### src/rtl/wb_axis_stream_hub.sv
// Wishbone slave bridging NCH uniform AXI-Stream channels. Each channel has a TX and an RX
// FWFT FIFO plus STATUS/CTRL registers. RX stream reads that find no data time out with an error.
module wb_axis_stream_hub #(
  parameter int unsigned NCH        = 3,
  parameter int unsigned DW         = 32,
  parameter int unsigned FIFO_DEPTH = 4,
  parameter logic [11:0] BASE_HI    = 12'h300,
  parameter int unsigned TIMEOUT    = 64
) (
  input  logic              axis_clk,
  input  logic              axis_rst_n,
  input  logic              wbs_cyc_i,
  input  logic              wbs_stb_i,
  input  logic              wbs_we_i,
  input  logic [3:0]        wbs_sel_i,
  input  logic [31:0]       wbs_adr_i,
  input  logic [31:0]       wbs_dat_i,
  output logic              wbs_ack_o,
  output logic [31:0]       wbs_dat_o,
  output logic [NCH-1:0]    ss_tvalid,
  output logic [NCH*DW-1:0] ss_tdata,
  output logic [NCH-1:0]    ss_tlast,
  input  logic [NCH-1:0]    ss_tready,
  input  logic [NCH-1:0]    sm_tvalid,
  input  logic [NCH*DW-1:0] sm_tdata,
  input  logic [NCH-1:0]    sm_tlast,
  output logic [NCH-1:0]    sm_tready,
  output logic [NCH-1:0]    irq
);

  localparam int unsigned AW = $clog2(FIFO_DEPTH);
  localparam int unsigned CW = AW + 1;
  localparam int unsigned TW = $clog2(TIMEOUT) + 1;

  localparam logic [1:0] S_IDLE = 2'd0;
  localparam logic [1:0] S_WAIT = 2'd1;
  localparam logic [1:0] S_ACK  = 2'd2;

  logic [1:0]    state;
  logic [3:0]    cur_ch;
  logic          cur_we;
  logic [TW-1:0] wait_cnt;
  logic          rdy_en;

  logic [DW:0]   tx_mem [NCH][FIFO_DEPTH];
  logic [DW-1:0] rx_mem [NCH][FIFO_DEPTH];
  logic [CW-1:0] tx_wp [NCH];
  logic [CW-1:0] tx_rp [NCH];
  logic [CW-1:0] rx_wp [NCH];
  logic [CW-1:0] rx_rp [NCH];
  logic [CW-1:0] tx_cnt [NCH];
  logic [CW-1:0] rx_cnt [NCH];

  logic [NCH-1:0] tx_space, rx_has, tx_push, tx_pop, rx_push, rx_pop;
  logic [NCH-1:0] ctrl_wr, op_sel;
  logic [NCH-1:0] last_arm, irq_en, rx_last_seen, timeout_err;

  logic          req, hit, ch_ok, sel_ok, reg_wr, stream_act, timeout_hit;
  logic          op_we, op_space, op_avail;
  logic [3:0]    adr_ch, op_ch;
  logic [DW-1:0] op_rx_data;
  logic [31:0]   reg_rdata;

  logic unused_adr;
  assign unused_adr = ^{wbs_adr_i[19:12], wbs_adr_i[6:3], wbs_adr_i[1:0]};

  assign wbs_ack_o = (state == S_ACK);
  assign tx_pop    = ss_tvalid & ss_tready;
  assign rx_push   = sm_tvalid & sm_tready;
  assign irq       = irq_en & rx_has;

  always_comb begin
    ss_tdata  = '0;
    ss_tvalid = '0;
    ss_tlast  = '0;
    sm_tready = '0;
    tx_space  = '0;
    rx_has    = '0;
    for (int unsigned c = 0; c < NCH; c++) begin
      tx_cnt[c]    = tx_wp[c] - tx_rp[c];
      rx_cnt[c]    = rx_wp[c] - rx_rp[c];
      tx_space[c]  = tx_cnt[c] < CW'(FIFO_DEPTH);
      rx_has[c]    = rx_cnt[c] != '0;
      ss_tvalid[c] = tx_cnt[c] != '0;
      ss_tdata[c*DW +: DW] = tx_mem[c][tx_rp[c][AW-1:0]][DW-1:0];
      ss_tlast[c]  = ss_tvalid[c] & tx_mem[c][tx_rp[c][AW-1:0]][DW];
      // Ready follows the registered count only; a same-cycle pop never frees a slot early.
      sm_tready[c] = rdy_en & (rx_cnt[c] < CW'(FIFO_DEPTH));
    end
  end

  always_comb begin
    req        = wbs_cyc_i & wbs_stb_i;
    hit        = req & (wbs_adr_i[31:20] == BASE_HI);
    adr_ch     = wbs_adr_i[11:8];
    ch_ok      = 32'(adr_ch) < NCH;
    sel_ok     = |wbs_sel_i;
    reg_wr     = (state == S_IDLE) & hit & ch_ok & sel_ok & ~wbs_adr_i[7] & wbs_we_i & wbs_adr_i[2];
    op_ch      = (state == S_IDLE) ? adr_ch : cur_ch;
    op_we      = (state == S_IDLE) ? wbs_we_i : cur_we;
    stream_act = ((state == S_IDLE) & hit & ch_ok & sel_ok & wbs_adr_i[7]) |
                 ((state == S_WAIT) & req);
    op_sel     = '0;
    ctrl_wr    = '0;
    tx_push    = '0;
    rx_pop     = '0;
    op_rx_data = '0;
    reg_rdata  = '0;
    for (int unsigned c = 0; c < NCH; c++) begin
      op_sel[c]  = (op_ch == 4'(c));
      ctrl_wr[c] = reg_wr & (adr_ch == 4'(c));
      tx_push[c] = stream_act & op_we & op_sel[c] & tx_space[c];
      rx_pop[c]  = stream_act & ~op_we & op_sel[c] & rx_has[c];
      if (op_sel[c]) op_rx_data = rx_mem[c][rx_rp[c][AW-1:0]];
      if (adr_ch == 4'(c)) begin
        reg_rdata = wbs_adr_i[2] ? {30'b0, irq_en[c], last_arm[c]}
                                 : {12'b0, timeout_err[c], rx_last_seen[c], ~rx_has[c],
                                    ~tx_space[c], 8'(rx_cnt[c]), 8'(tx_cnt[c])};
      end
    end
    op_space    = |(op_sel & tx_space);
    op_avail    = |(op_sel & rx_has);
    timeout_hit = (state == S_WAIT) & req & ~cur_we & ~op_avail & (wait_cnt == TW'(TIMEOUT - 1));
  end

  always_ff @(posedge axis_clk or negedge axis_rst_n) begin
    if (!axis_rst_n) begin
      state     <= S_IDLE;
      cur_ch    <= '0;
      cur_we    <= 1'b0;
      wait_cnt  <= '0;
      wbs_dat_o <= '0;
      rdy_en    <= 1'b0;
    end else begin
      rdy_en <= 1'b1;
      case (state)
        S_IDLE: begin
          if (hit) begin
            cur_ch   <= adr_ch;
            cur_we   <= wbs_we_i;
            wait_cnt <= '0;
            if (!ch_ok || !sel_ok || !wbs_adr_i[7]) begin
              state <= S_ACK;
              if (!wbs_we_i) wbs_dat_o <= (ch_ok && sel_ok) ? reg_rdata : '0;
            end else if (wbs_we_i) begin
              state <= op_space ? S_ACK : S_WAIT;
            end else if (op_avail) begin
              wbs_dat_o <= op_rx_data;
              state     <= S_ACK;
            end else begin
              state <= S_WAIT;
            end
          end
        end
        S_WAIT: begin
          if (!req) begin
            state <= S_IDLE;
          end else if (cur_we) begin
            if (op_space) state <= S_ACK;
          end else if (op_avail) begin
            wbs_dat_o <= op_rx_data;
            state     <= S_ACK;
          end else if (timeout_hit) begin
            wbs_dat_o <= 32'hDEAD_BEEF;
            state     <= S_ACK;
          end else begin
            wait_cnt <= wait_cnt + 1'b1;
          end
        end
        default: state <= S_IDLE;
      endcase
    end
  end

  always_ff @(posedge axis_clk or negedge axis_rst_n) begin
    if (!axis_rst_n) begin
      for (int unsigned c = 0; c < NCH; c++) begin
        tx_wp[c] <= '0;
        tx_rp[c] <= '0;
        rx_wp[c] <= '0;
        rx_rp[c] <= '0;
      end
      last_arm     <= '0;
      irq_en       <= '0;
      rx_last_seen <= '0;
      timeout_err  <= '0;
    end else begin
      for (int unsigned c = 0; c < NCH; c++) begin
        if (tx_push[c]) tx_wp[c] <= tx_wp[c] + 1'b1;
        if (tx_pop[c])  tx_rp[c] <= tx_rp[c] + 1'b1;
        if (rx_push[c]) rx_wp[c] <= rx_wp[c] + 1'b1;
        if (rx_pop[c])  rx_rp[c] <= rx_rp[c] + 1'b1;
        if (ctrl_wr[c]) begin
          last_arm[c] <= wbs_dat_i[0];
          irq_en[c]   <= wbs_dat_i[1];
        end else if (tx_push[c]) begin
          last_arm[c] <= 1'b0;
        end
        // Clear first so a same-cycle event still leaves the sticky bit set.
        if (ctrl_wr[c] && wbs_dat_i[2]) begin
          rx_last_seen[c] <= 1'b0;
          timeout_err[c]  <= 1'b0;
        end
        if (rx_push[c] && sm_tlast[c]) rx_last_seen[c] <= 1'b1;
        if (timeout_hit && op_sel[c])  timeout_err[c]  <= 1'b1;
      end
    end
  end

  always_ff @(posedge axis_clk) begin
    for (int unsigned c = 0; c < NCH; c++) begin
      if (tx_push[c]) tx_mem[c][tx_wp[c][AW-1:0]] <= {last_arm[c], wbs_dat_i};
      if (rx_push[c]) rx_mem[c][rx_wp[c][AW-1:0]] <= sm_tdata[c*DW +: DW];
    end
  end

endmodule

### config.mk
export PLATFORM = sky130hd
export DESIGN_NAME = wb_axis_stream_hub
export DESIGN_NICKNAME = d
export VERILOG_FILES = /design/src/rtl/wb_axis_stream_hub.sv
export SDC_FILE = /design/constraint.sdc
export NUM_CORES = 1
export LEC_CHECK = 0
export CAP_MARGIN = 10
export CORE_AREA = 2 2 303 215
export CTS_CLUSTER_SIZE = 14
export DETAILED_ROUTE_END_ITERATION = 8
export DIE_AREA = 0 0 305 217
export HOLD_SLACK_MARGIN = 0.06
export PLACE_DENSITY_LB_ADDON = 0.08
export SETUP_SLACK_MARGIN = 0.3
export SYNTH_ARGS = -nofsm -noshare
export SYNTH_HDL_FRONTEND = slang
export SYNTH_SLANG_ARGS = --single-unit
### constraint.sdc
create_clock -name axis_clk -period 4.2 [get_ports axis_clk]
set_clock_uncertainty 0.05 [all_clocks]
set_input_delay 0.84 -clock axis_clk [delete_from_list [all_inputs] [get_ports axis_clk]]
set_output_delay 0.84 -clock axis_clk [all_outputs]
set_load 0.01 [all_outputs]
Yosys cells after proc, flatten, opt, wreduce, memory -nomap -nowiden

Memories as Yosys holds them, arrays and structs flattened.
Index checks and enable logic that the tools add are counted.

Add/subtract/negate cells: 19
Order comparisons: 25
Eq/ne operators: 18
Mux-type cells: 102
Bitwise logic cells: 64
Reduce and logical (&&, ||, !) cells: 49

Operators by type and width:

| kind                                                       | count |
|---|---|
| two-way mux 132 bit                                        | 7 |
| two-way mux 32 bit                                         | 24 |
| two-way mux 128 bit                                        | 3 |
| two-way mux 33 bit                                         | 9 |
| OR reduction 132 bit                                       | 2 |
| binary-select mux 33 bit (select 2 bit)                    | 3 |
| demux 33 bit (select 2 bit)                                | 3 |
| binary-select mux 32 bit (select 2 bit)                    | 3 |
| demux 32 bit (select 2 bit)                                | 3 |
| two-way mux 20 bit                                         | 4 |
| case mux 32 bit (2 select lines)                           | 1 |
| adder 3 x 1 -> 3 bit, second input constant                | 12 |
| bitwise AND 1 bit                                          | 36 |
| greater-or-equal comparator 3 bit, second input constant   | 12 |
| NOT 2 -> 3 bit                                             | 12 |
| two-way mux 7 bit                                          | 5 |
| two-way mux 2 bit                                          | 12 |
| two-way mux 1 bit                                          | 22 |
| nonzero test 2 bit                                         | 10 |
| less-than comparator 3 x 1 -> 1 bit, second input constant | 6 |
| less-than comparator 3 bit, second input constant          | 6 |
| nonzero test 3 bit                                         | 6 |
| subtractor 3 bit                                           | 6 |
| logical AND 1 bit                                          | 16 |
| 29 further kinds                                           | 54 |

Flip-flop bits (word level): 95
RAM bits: 780
Bits of input ports: 178
Output and inout bits: 141
Memories kept: 2

Memories:

| name   | words | width | read ports | clocked after Yosys merged registers in | wr ports | line | RTL |
|---|---|---|---|---|---|---|---|
| tx_mem | 3     | 132   | 3          | 0                                       | 1        | 45   | `logic [DW:0] tx_mem [NCH][FIFO_DEPTH];` |
| rx_mem | 3     | 128   | 3          | 0                                       | 3        | 46   | `logic [DW-1:0] rx_mem [NCH][FIFO_DEPTH];` |

Depth between registers and ports, before layout

Gate-level depths: netlist of the first run.

Depth after elaboration: 15
Mapped depth: 12
Gate-level depth less buffers: 10

Worst setup path after synthesis of the first run

Ideal clock, no wire load.

Kind: register to register
From: register tx_rp[7] (netlist name)
To: memory tx_mem[0][0] (netlist name), enable pin
Arrival: 3327 ps
Required time: 3755 ps
Slack: 428 ps
Cell stages (with the launch flop): 8
Clock period less this slack: 3772 ps
Path through: dfrtp_1 clkbuf_1 clkbuf_1 inv_1 fa_1 xnor3_1 a2111oi_2 and2_1

Longest elaborated chain between the ends: 7

Ends and longest elaborated chain:

| what                                        | line | RTL |
|---|---|---|
| start: declaration                          | 48   | `logic [CW-1:0] tx_rp [NCH];` |
| start signal: indexed assignment            | 190  | `if (tx_pop[c]) tx_rp[c] <= tx_rp[c] + 1'b1;` |
| subtractor 3 bit                            | 80   | `tx_cnt[c] = tx_wp[c] - tx_rp[c];` |
| less-than comparator 3 bit                  | 82   | `tx_space[c] = tx_cnt[c] < CW'(FIFO_DEPTH);` |
| bitwise AND 1 bit                           | 112  | `tx_push[c] = stream_act & op_we & op_sel[c] & tx_space[c];` |
| two-way mux 1 bit                           | 212  | `if (tx_push[c]) tx_mem[c][tx_wp[c][AW-1:0]] <= {last_arm[c], wbs_dat_i};` |
| two-way mux 132 bit (not written as such)   | 212  |  |
| two-way mux 132 bit (no line) (2 in series) | n/a  |  |
| end: declaration                            | 45   |  |

No other way between the ends.

Final worst setup path of the first run

From: register tx_wp[0] (netlist name)
To: output ss_tlast[2]

Longest elaborated chain between the ends: 3

Ends and longest elaborated chain:

| what                             | line | RTL |
|---|---|---|
| start: declaration               | 47   | `logic [CW-1:0] tx_wp [NCH];` |
| start signal: indexed assignment | 189  | `if (tx_push[c]) tx_wp[c] <= tx_wp[c] + 1'b1;` |
| subtractor 3 bit                 | 80   |  |
| nonzero test 3 bit               | 84   | `ss_tvalid[c] = tx_cnt[c] != '0;` |
| bitwise AND 1 bit                | 86   | `ss_tlast[c] = ss_tvalid[c] & tx_mem[c][tx_rp[c][AW-1:0]][DW];` |
| end: declaration                 | 22   | `output logic [NCH-1:0] ss_tlast,` |

No other way between the ends.

==> qor.csv, run 1 <==
stage,metric,value,unit
power_and_ir_drop,power.leakage,13.99,nW
critical_path,setup.worst_path.end_class,output pin,
synth,syn_nets,1906,
sta,hold_slack,0.1991,ns
final_layout,area_growth,20.62,%
cts,cts_tree,done,
synth,ys.flop_type,edfxtp_1,
critical_path,ff2ff_setup_slack,0.55,ns
synth,synth_top_area_frac,0.6783,
place,place.gp.congestion,0.8932,
hold_path,hold_class,in -> async,
final_layout,nNetsFinal,2293,
cts,clk_pin_slew,0.07,ns
grt,antenna_found_initial,10,
place,placed_cells,2821,
final_layout,final_core_util,0.6536,
sta,min_period,3.836,ns
power_and_ir_drop,p_per_area,514.7,nW/um^2
synth,synth.ff_latch_count,875,
place,place_area,39030,sq um
final_layout,nFillCells,4306,
critical_path,crit_path_max_fanout,4,
grt,grt_pass1_wl,117200,um
power_and_ir_drop,peakVddDrop,0.3376,mV
sta,setup_slack,0.3642,ns
sta,setup_viol,0,
synth,syn_inst,1685,
cts,clkSinkCount,875,
synth,async_flop_share,0.1086,
die,dieArea,66190,sq um
synth,synth_edf_count,780,
critical_path,critPathKind,reg -> out,
synth,avgSynthCellArea,20.49,sq um
sta,rsz0062_at_grt,yes,
grt,grt_overflow,0,
die,core,63730,sq um
detailed_routing,initialDrtViolationCount,1539,
synth,ys.warnings.count,0,
sta,tightest_slew,0.7800,ns
synth,ys_types,74,
status,status,"complete, no violations",
sta,final_max_slew_viol_count,0,
detailed_routing,drc,0,
critical_path,required,3.31,ns
sta,hold_violations,0,
cts,clkLatencyLatePin,0.62,ns
sta,max_freq,0.2607,GHz
grt,track_usage,0.2448,
synth,yosysTopAreaCell,edfxtp_1,
sta,post-route-period-util,0.9133,
detailed_routing,ant_nets,0,
cts,cts_root_buffer,clkbuf_16,
power_and_ir_drop,total_power,21.44,mW
job,drv_cap,0,
die,die_w,305,um
die,num_io_pins,319,
cts,cts_htree_levels,3,
place,place_ws,0.1655,ns
place,dpl.hpwl,50430,um
detailed_routing,drt-total-wl,79850,um
synth,ys_seq_area_frac,0.7471,
detailed_routing,num_vias,17690,
cts,numCtsBuffers,81,
grt,first_global_vias,17880,
detailed_routing,wire_per_inst,26.82,um
sta,tns,0,ns
die,dieHeight,217,um
grt,grt_max_degree,49,
critical_path,start_kind,flop,
synth,syn_area,34530,sq um
final_layout,final_area,41650,sq um
die,num_rows,78,
cts,max-clock-path-buffers,3,
final_layout,drive_gt1_frac,0.2247,
detailed_routing,viasPerCell,5.942,
critical_path,cp.arrival,2.95,ns
final_layout,final_cells,2977,
sta,slew_headroom,0.4800,
synth,synthTopCellsByArea,"edfxtp_1 68%, mux4_2 13%, dfrtp_1 6.9%",
detailed_routing,first_pass_iters,5,
die,start_util,0.5419,
place,io_buffers,304,
==> repair_timing <==
| action | in CTS | in global routing |
|---|---|---|
| setup buffers | 1 | 7 |
| hold buffers | 0 | 0 |
| setup endpoints to repair | 11 | 24 |
| resized for setup | 15 | 6 |
| cloned | 0 | 0 |
| hold endpoints to repair | 0 | 0 |
| pin swaps | 4 | 5 |
==> path summary, 6_finish.rpt <==
path,from,to,cells past startpoint
max in group asynchronous,axis_rst_n,tx_rp[7]$_DFFE_PN0P_,2
min in group axis_clk,cur_ch[2]$_DFFE_PN0N_,cur_ch[2]$_DFFE_PN0N_,2
max,tx_wp[0]$_DFFE_PN0P_,ss_tlast[2],8
max reg2reg,rx_wp[6]$_DFFE_PN0P_,wbs_dat_o[21]$_DFFE_PN0P_,11
min,axis_rst_n,wbs_dat_o[26]$_DFFE_PN0P_,1
min reg2reg,cur_ch[2]$_DFFE_PN0N_,cur_ch[2]$_DFFE_PN0N_,2
==> placed cells by master, fill, tap and decap left out, types with 29 or more instances in the layout <==
cell type,synthesis,routed
buf_4,4,64
dfrtp_1,95,86
clkdlybuf4s50_1,0,297
edfxtp_1,780,780
nand2_1,67,67
o21ai_0,67,67
mux4_2,197,197
inv_1,32,29
clkbuf_16,0,82
ha_1,37,37
==> layer usage <==
| layer | up-vias | global-route usage | wire length [um] |
|---|---|---|---|
| met5 | - | 0 | 46 |
| met4 | 8 | 0.06172 | 1666 |
| met3 | 111 | 0.05424 | 6306 |
| met2 | 620 | 0.3566 | 35860 |
| met1 | 9312 | 0.3799 | 35980 |
| li1 | 7639 | - | - |
==> flip-flops by register name, indices dropped and copies added (netlist names) <==
signal and cells:
rx_mem 384, wait_cnt 7, last_arm 3, state 2
wbs_dat_o 32, tx_mem 396, rx_rp 9, rdy_en 1
cur_we 1, cur_ch 4, tx_wp 9, timeout_err 3
tx_rp 9, rx_last_seen 3, irq_en 3, rx_wp 9
==> critical path, stage by stage (launching register included) <==
cell and delay [ns]:
dfrtp_1 0.40, inv_1 0.14, ha_1 0.16, inv_1 0.04, fa_1 0.36, xnor3_2 0.23, or3b_2 0.51, and2_1 0.17
dlygate4sd2_1 0.30
==> report_power, final <==
part | total [mW] | switching, mW | internal (mW)
Clock | 6.98 | 3.03 | 3.95
Combinational | 4.42 | 2.16 | 2.25
Sequential | 10.0 | 0.141 | 9.90
Total | 21.4 | 5.33 | 16.1
==> Yosys cell counts (8+ instances only) <==
cell and instances:
nor2_1 18, a22oi_1 23, a21oi_1 14, mux2_4 15
and2_1 33, edfxtp_1 780, inv_1 32, o21ai_0 67
o22ai_1 9, dfrtp_1 95, nand3_1 18, ha_1 37
clkbuf_1 45, mux2_2 28, mux4_2 197, xnor2_1 25
mux2i_1 21, nand2_1 67, and3_1 8, buf_1 24
==> area by class of cell <==
type	instances	area [sq um]	share of cell area
clock inverter	39	309.0	0.007419
inverter	32	120.1	0.002884
sequential	875	25810	0.6197
multi-input combinational	699	8329	0.2000
tap	840	1051	0.02523
clock buffer	104	2205	0.05293
timing repair buffer	383	3816	0.09162
antenna	5	12.51	0.0003004
==> kinds of logic (layout without fill, tap and decap cells) <==
| kind of cell | Yosys count | in the layout | synth area share |
|---|---|---|---|
| XOR/XNOR | 36 | 36 | 0.01116 |
| adder cells (fa/ha/maj) | 43 | 43 | 0.01688 |
| AND/OR/NAND/NOR | 195 | 195 | 0.02986 |
| other | 1 | 6 | 0.0001086 |
| AO/OA/AOI/OAI | 162 | 162 | 0.03123 |
| multiplexers | 262 | 262 | 0.1505 |
| buffers and inverters | 111 | 558 | 0.01308 |
| flip-flops | 875 | 875 | 0.7471 |
Power figures use the tool's default switching activity.
==> run 2, diff against run 1 <==
--- a/config.mk
+++ b/config.mk
@@ -5,7 +5,7 @@
 export SDC_FILE = /design/constraint.sdc
 export NUM_CORES = 1
 export LEC_CHECK = 0
-export CAP_MARGIN = 10
+export ABC_CLOCK_PERIOD_IN_PS = 4200
 export CORE_AREA = 2 2 303 215
 export CTS_CLUSTER_SIZE = 14
 export DETAILED_ROUTE_END_ITERATION = 8
==> results of run 2 <==
The final DEF is identical to that of run 1; final timing and power are the same.
==> run 3, diff against run 2 <==
--- a/config.mk
+++ b/config.mk
@@ -5,13 +5,15 @@
 export SDC_FILE = /design/constraint.sdc
 export NUM_CORES = 1
 export LEC_CHECK = 0
+export ABC_AREA = 1
 export ABC_CLOCK_PERIOD_IN_PS = 4200
-export CORE_AREA = 2 2 303 215
+export CORE_AREA = 2 2 306 217
 export CTS_CLUSTER_SIZE = 14
 export DETAILED_ROUTE_END_ITERATION = 8
-export DIE_AREA = 0 0 305 217
+export DIE_AREA = 0 0 308 219
 export HOLD_SLACK_MARGIN = 0.06
 export PLACE_DENSITY_LB_ADDON = 0.08
+export REMOVE_ABC_BUFFERS = 1
 export SETUP_SLACK_MARGIN = 0.3
 export SYNTH_ARGS = -nofsm -noshare
 export SYNTH_HDL_FRONTEND = slang
==> qor.csv, run 3 <==
stage,metric,value,unit,change
status,status,"complete, no violations",,unchanged
sta,setup_viol,0,,unchanged
power_and_ir_drop,comb_power_share,0.252,,was 0.206
place,io_buffers,304,,unchanged
synth,synth_edf_count,780,,unchanged
place,place.gp.congestion,0.8754,,was 0.8932
critical_path,required,3.31,ns,about the same
sta,tns,0,ns,unchanged
critical_path,max_stage_delay,0.55,ns,was 0.51 ns
power_and_ir_drop,p_per_area,548.0,nW/um^2,was 514.7 nW/um^2
critical_path,critPathKind,reg -> out,,unchanged
detailed_routing,first_pass_iters,6,,was 5
die,core,64410,sq um,was 63730 sq um
critical_path,crit_path_max_fanout,4,,unchanged
final_layout,drive_gt1_frac,0.07452,,was 0.2247
cts,max-clock-path-buffers,3,,unchanged
detailed_routing,wire_per_inst,22.80,um,was 26.82 um
place,placed_cells,3920,,was 2821
job,drv_cap,0,,unchanged
cts,cts_root_buffer,clkbuf_16,,unchanged
die,dieArea,67450,sq um,was 66190 sq um
detailed_routing,drc,0,,unchanged
place,dpl.hpwl,58200,um,was 50430 um
critical_path,start_kind,flop,,unchanged
synth,ys.warnings.count,0,,unchanged
synth,synth_top_area_frac,0.6662,,was 0.6783
detailed_routing,ant_nets,0,,unchanged
synth,ys.flop_type,edfxtp_1,,unchanged
synth,async_flop_share,0.1086,,unchanged
die,start_util,0.5458,,was 0.5419
sta,hold_violations,0,,unchanged
synth,synth.ff_latch_count,875,,unchanged
power_and_ir_drop,power.switching,6.705,mW,was 5.335 mW
critical_path,setup.worst_path.end_class,output pin,,unchanged
final_layout,final_cell_mix,"780 x edfxtp_1, 440 x nand2_1, 413 x o21ai_0, 412 x nor2_1, 302 x clkdlybuf4s50_1",,"was 780 x edfxtp_1, 297 x clkdlybuf4s50_1, 197 x mux4_2, 86 x dfrtp_1, 82 x clkbuf_16"
cts,clkLatencyLatePin,0.63,ns,was 0.62 ns
synth,synth.most_common_cell,edfxtp_1,,unchanged
power_and_ir_drop,peakVddDrop,0.4013,mV,was 0.3376 mV
die,num_rows,78,,unchanged
power_and_ir_drop,p_clk_frac,0.310,,was 0.326
sta,post-route-period-util,0.9057,,was 0.9133
critical_path,crit_top_cell,inv_1,,unchanged
hold_path,hold_class,in -> async,,unchanged
die,num_io_pins,319,,unchanged
critical_path,cp.arrival,2.91,ns,was 2.95 ns
sta,max_freq,0.2629,GHz,was 0.2607 GHz
final_layout,nNetsFinal,3390,,was 2293
synth,ys_types,39,,was 74
detailed_routing,drt-total-wl,93020,um,was 79850 um
grt,antenna_found_initial,8,,was 10
cts,clk_pin_slew,0.07,ns,about the same
synth,syn_inst,2852,,was 1685
power_and_ir_drop,pwr-share-seq,0.438,,was 0.468
final_layout,nFillCells,4796,,was 4306
detailed_routing,num_vias,23650,,was 17690
grt,first_global_vias,22330,,was 17880
sta,slew_headroom,0.2269,,was 0.4800
grt,grt_pass1_wl,137300,um,was 117200 um
grt,grt_overflow,0,,unchanged
grt,track_usage,0.2752,,was 0.2448
sta,min_period,3.804,ns,was 3.836 ns
cts,clkSinkCount,875,,unchanged
die,dieHeight,219,um,was 217 um
sta,rsz0062_at_grt,yes,,unchanged
cts,cts_htree_levels,3,,unchanged
grt,grt_max_degree,69,,was 49
detailed_routing,initialDrtViolationCount,2291,,was 1539
synth,avgSynthCellArea,12.33,sq um,was 20.49 sq um
sta,tightest_slew,1.160,ns,was 0.7800 ns
cts,numCtsBuffers,82,,was 81
final_layout,final_common_cell,edfxtp_1,,unchanged
detailed_routing,viasPerCell,5.799,,was 5.942
critical_path,crit_slowest_cell,clkdlybuf4s50_1,,was or3b_2
final_layout,final_cells,4079,,was 2977
power_and_ir_drop,intPower,16.38,mW,was 16.11 mW
critical_path,path_cells,inv_1 -> ha_1 -> inv_1 -> fa_1 -> nand3b_1 -> nand2_1 -> inv_1 -> nand3b_1 -> nand2_1 -> inv_1 -> clkdlybuf4s50_1,,was inv_1 -> ha_1 -> inv_1 -> fa_1 -> xnor3_2 -> or3b_2 -> and2_1 -> dlygate4sd2_1
power_and_ir_drop,power.leakage,15.06,nW,was 13.99 nW
final_layout,largest_reg_flops,396,,unchanged
synth,syn_area,35160,sq um,was 34530 sq um
final_layout,area_growth,19.81,%,was 20.62%
synth,synth_common_cells,"780 x edfxtp_1, 441 x nand2_1, 436 x nor2_1",,"was 780 x edfxtp_1, 197 x mux4_2, 95 x dfrtp_1"
power_and_ir_drop,swShare,0.2905,,was 0.2488
synth,yosysTopAreaCell,edfxtp_1,,unchanged
sta,final_max_slew_viol_count,0,,unchanged
synth,ys_seq_area_frac,0.7339,,was 0.7471
synth,synthTopCellsByArea,"edfxtp_1 67%, dfrtp_1 6.8%, o21ai_0 5.9%",,"was edfxtp_1 68%, mux4_2 13%, dfrtp_1 6.9%"
die,die_w,308,um,was 305 um
cts,cts_tree,done,,unchanged
## run 3: metal layers
layer  vias to the layer above  global-route usage  routed length (um)
met5                         -                   0                  24
met3                       131             0.06808                8748
met2                       940              0.4039               41010
li1                      10830                   -                   -
met1                     11750              0.4134               40970
met4                         4             0.07220                2265
## run 3: final timing paths
kind	startpoint	to	slack, ns	cells after the start
setup reg to reg	rx_wp[3]$_DFFE_PN0P_	rx_mem[0][135]$_DFFE_PP_	1.00	10
min in group axis_clk	wbs_dat_o[26]$_DFFE_PN0P_	wbs_dat_o[26]$_DFFE_PN0P_	0.45	2
hold reg to reg	wbs_dat_o[26]$_DFFE_PN0P_	wbs_dat_o[26]$_DFFE_PN0P_	0.45	2
max in group asynchronous	axis_rst_n	tx_rp[6]$_DFFE_PN0P_	2.93	2
setup / recovery	tx_wp[3]$_DFFE_PN0P_	ss_tlast[1]	0.40	11
hold / removal	axis_rst_n	wait_cnt[3]$_DFFE_PN0P_	0.16	1
## run 3: metrics by stage
| step | total power [mW] | hold WS (ns) | worst slack, ns | utilization | area, sq um |
|---|---|---|---|---|---|
| 6_report | 23.08 | 0.1607 | 0.3963 | 0.6539 | 42120 |
| 5_1_grt | 24.07 | 0.1924 | 0.2185 | 0.6539 | 42120 |
| 3_5_place_dp | 16.03 | 0.4168 | 0.4306 | 0.6130 | 39480 |
| 2_1_floorplan | 12.91 | 0.4091 | -0.1831 | - | 34580 |
| 3_3_place_gp | 15.88 | 0.4297 | 0.5113 | 0.6130 | 39480 |
| 4_1_cts | 23.18 | 0.1691 | 0.2619 | 0.6533 | 42080 |
## run 3: timing repair
item,CTS,global route
pin swaps,1,1
hold buffers,0,0
endpoints found under the setup margin,5,9
gates resized for setup,2,6
setup buffers,3,2
## run 3: worst max-delay path, delay by kind of cell (launching register included)
family                     cells  cell delay (ns)
buffers and inverters          5             0.88
DFF                            1             0.42
adders and majority gates      2             0.53
and+or+nand+nor                4             0.47
## run 3: layout make-up
| class | instances | area [sq um] | share of cell area |
|---|---|---|---|
| tap | 840 | 1051 | 0.02495 |
| antenna | 5 | 12.51 | 0.0002970 |
| inverter | 123 | 462.9 | 0.01099 |
| multi-input combinational | 1714 | 8458 | 0.2008 |
| sequential | 875 | 25810 | 0.6127 |
| clock buffer | 110 | 2220 | 0.05270 |
| timing repair buffer | 373 | 3765 | 0.08938 |
| clock inverter | 39 | 345.3 | 0.008198 |
## run 3: logic make-up (layout without fill, tap and decap cells)
logic type | after synthesis | count (layout) | synth area share
and+or+nand+nor | 981 | 981 | 0.1109
DFF | 875 | 875 | 0.7339
AOI/OAI and AO/OA | 663 | 663 | 0.1026
buffers and inverters | 263 | 645 | 0.02947
adders and majority gates | 43 | 43 | 0.01658
xor gates and xnor gates | 26 | 26 | 0.006477
other | 1 | 6 | 0.0001067
## run 3: power groups by stage
stage | sequential, mW | combinational [mW] | clock [mW]
after detailed placement | 10.3 | 5.73 | 0
after CTS | 10.1 | 5.80 | 7.27
final | 10.1 | 5.81 | 7.17
after global routing | 10.1 | 6.28 | 7.66
after floorplan | 10.5 | 2.43 | 0
after global placement | 10.3 | 5.60 | 0
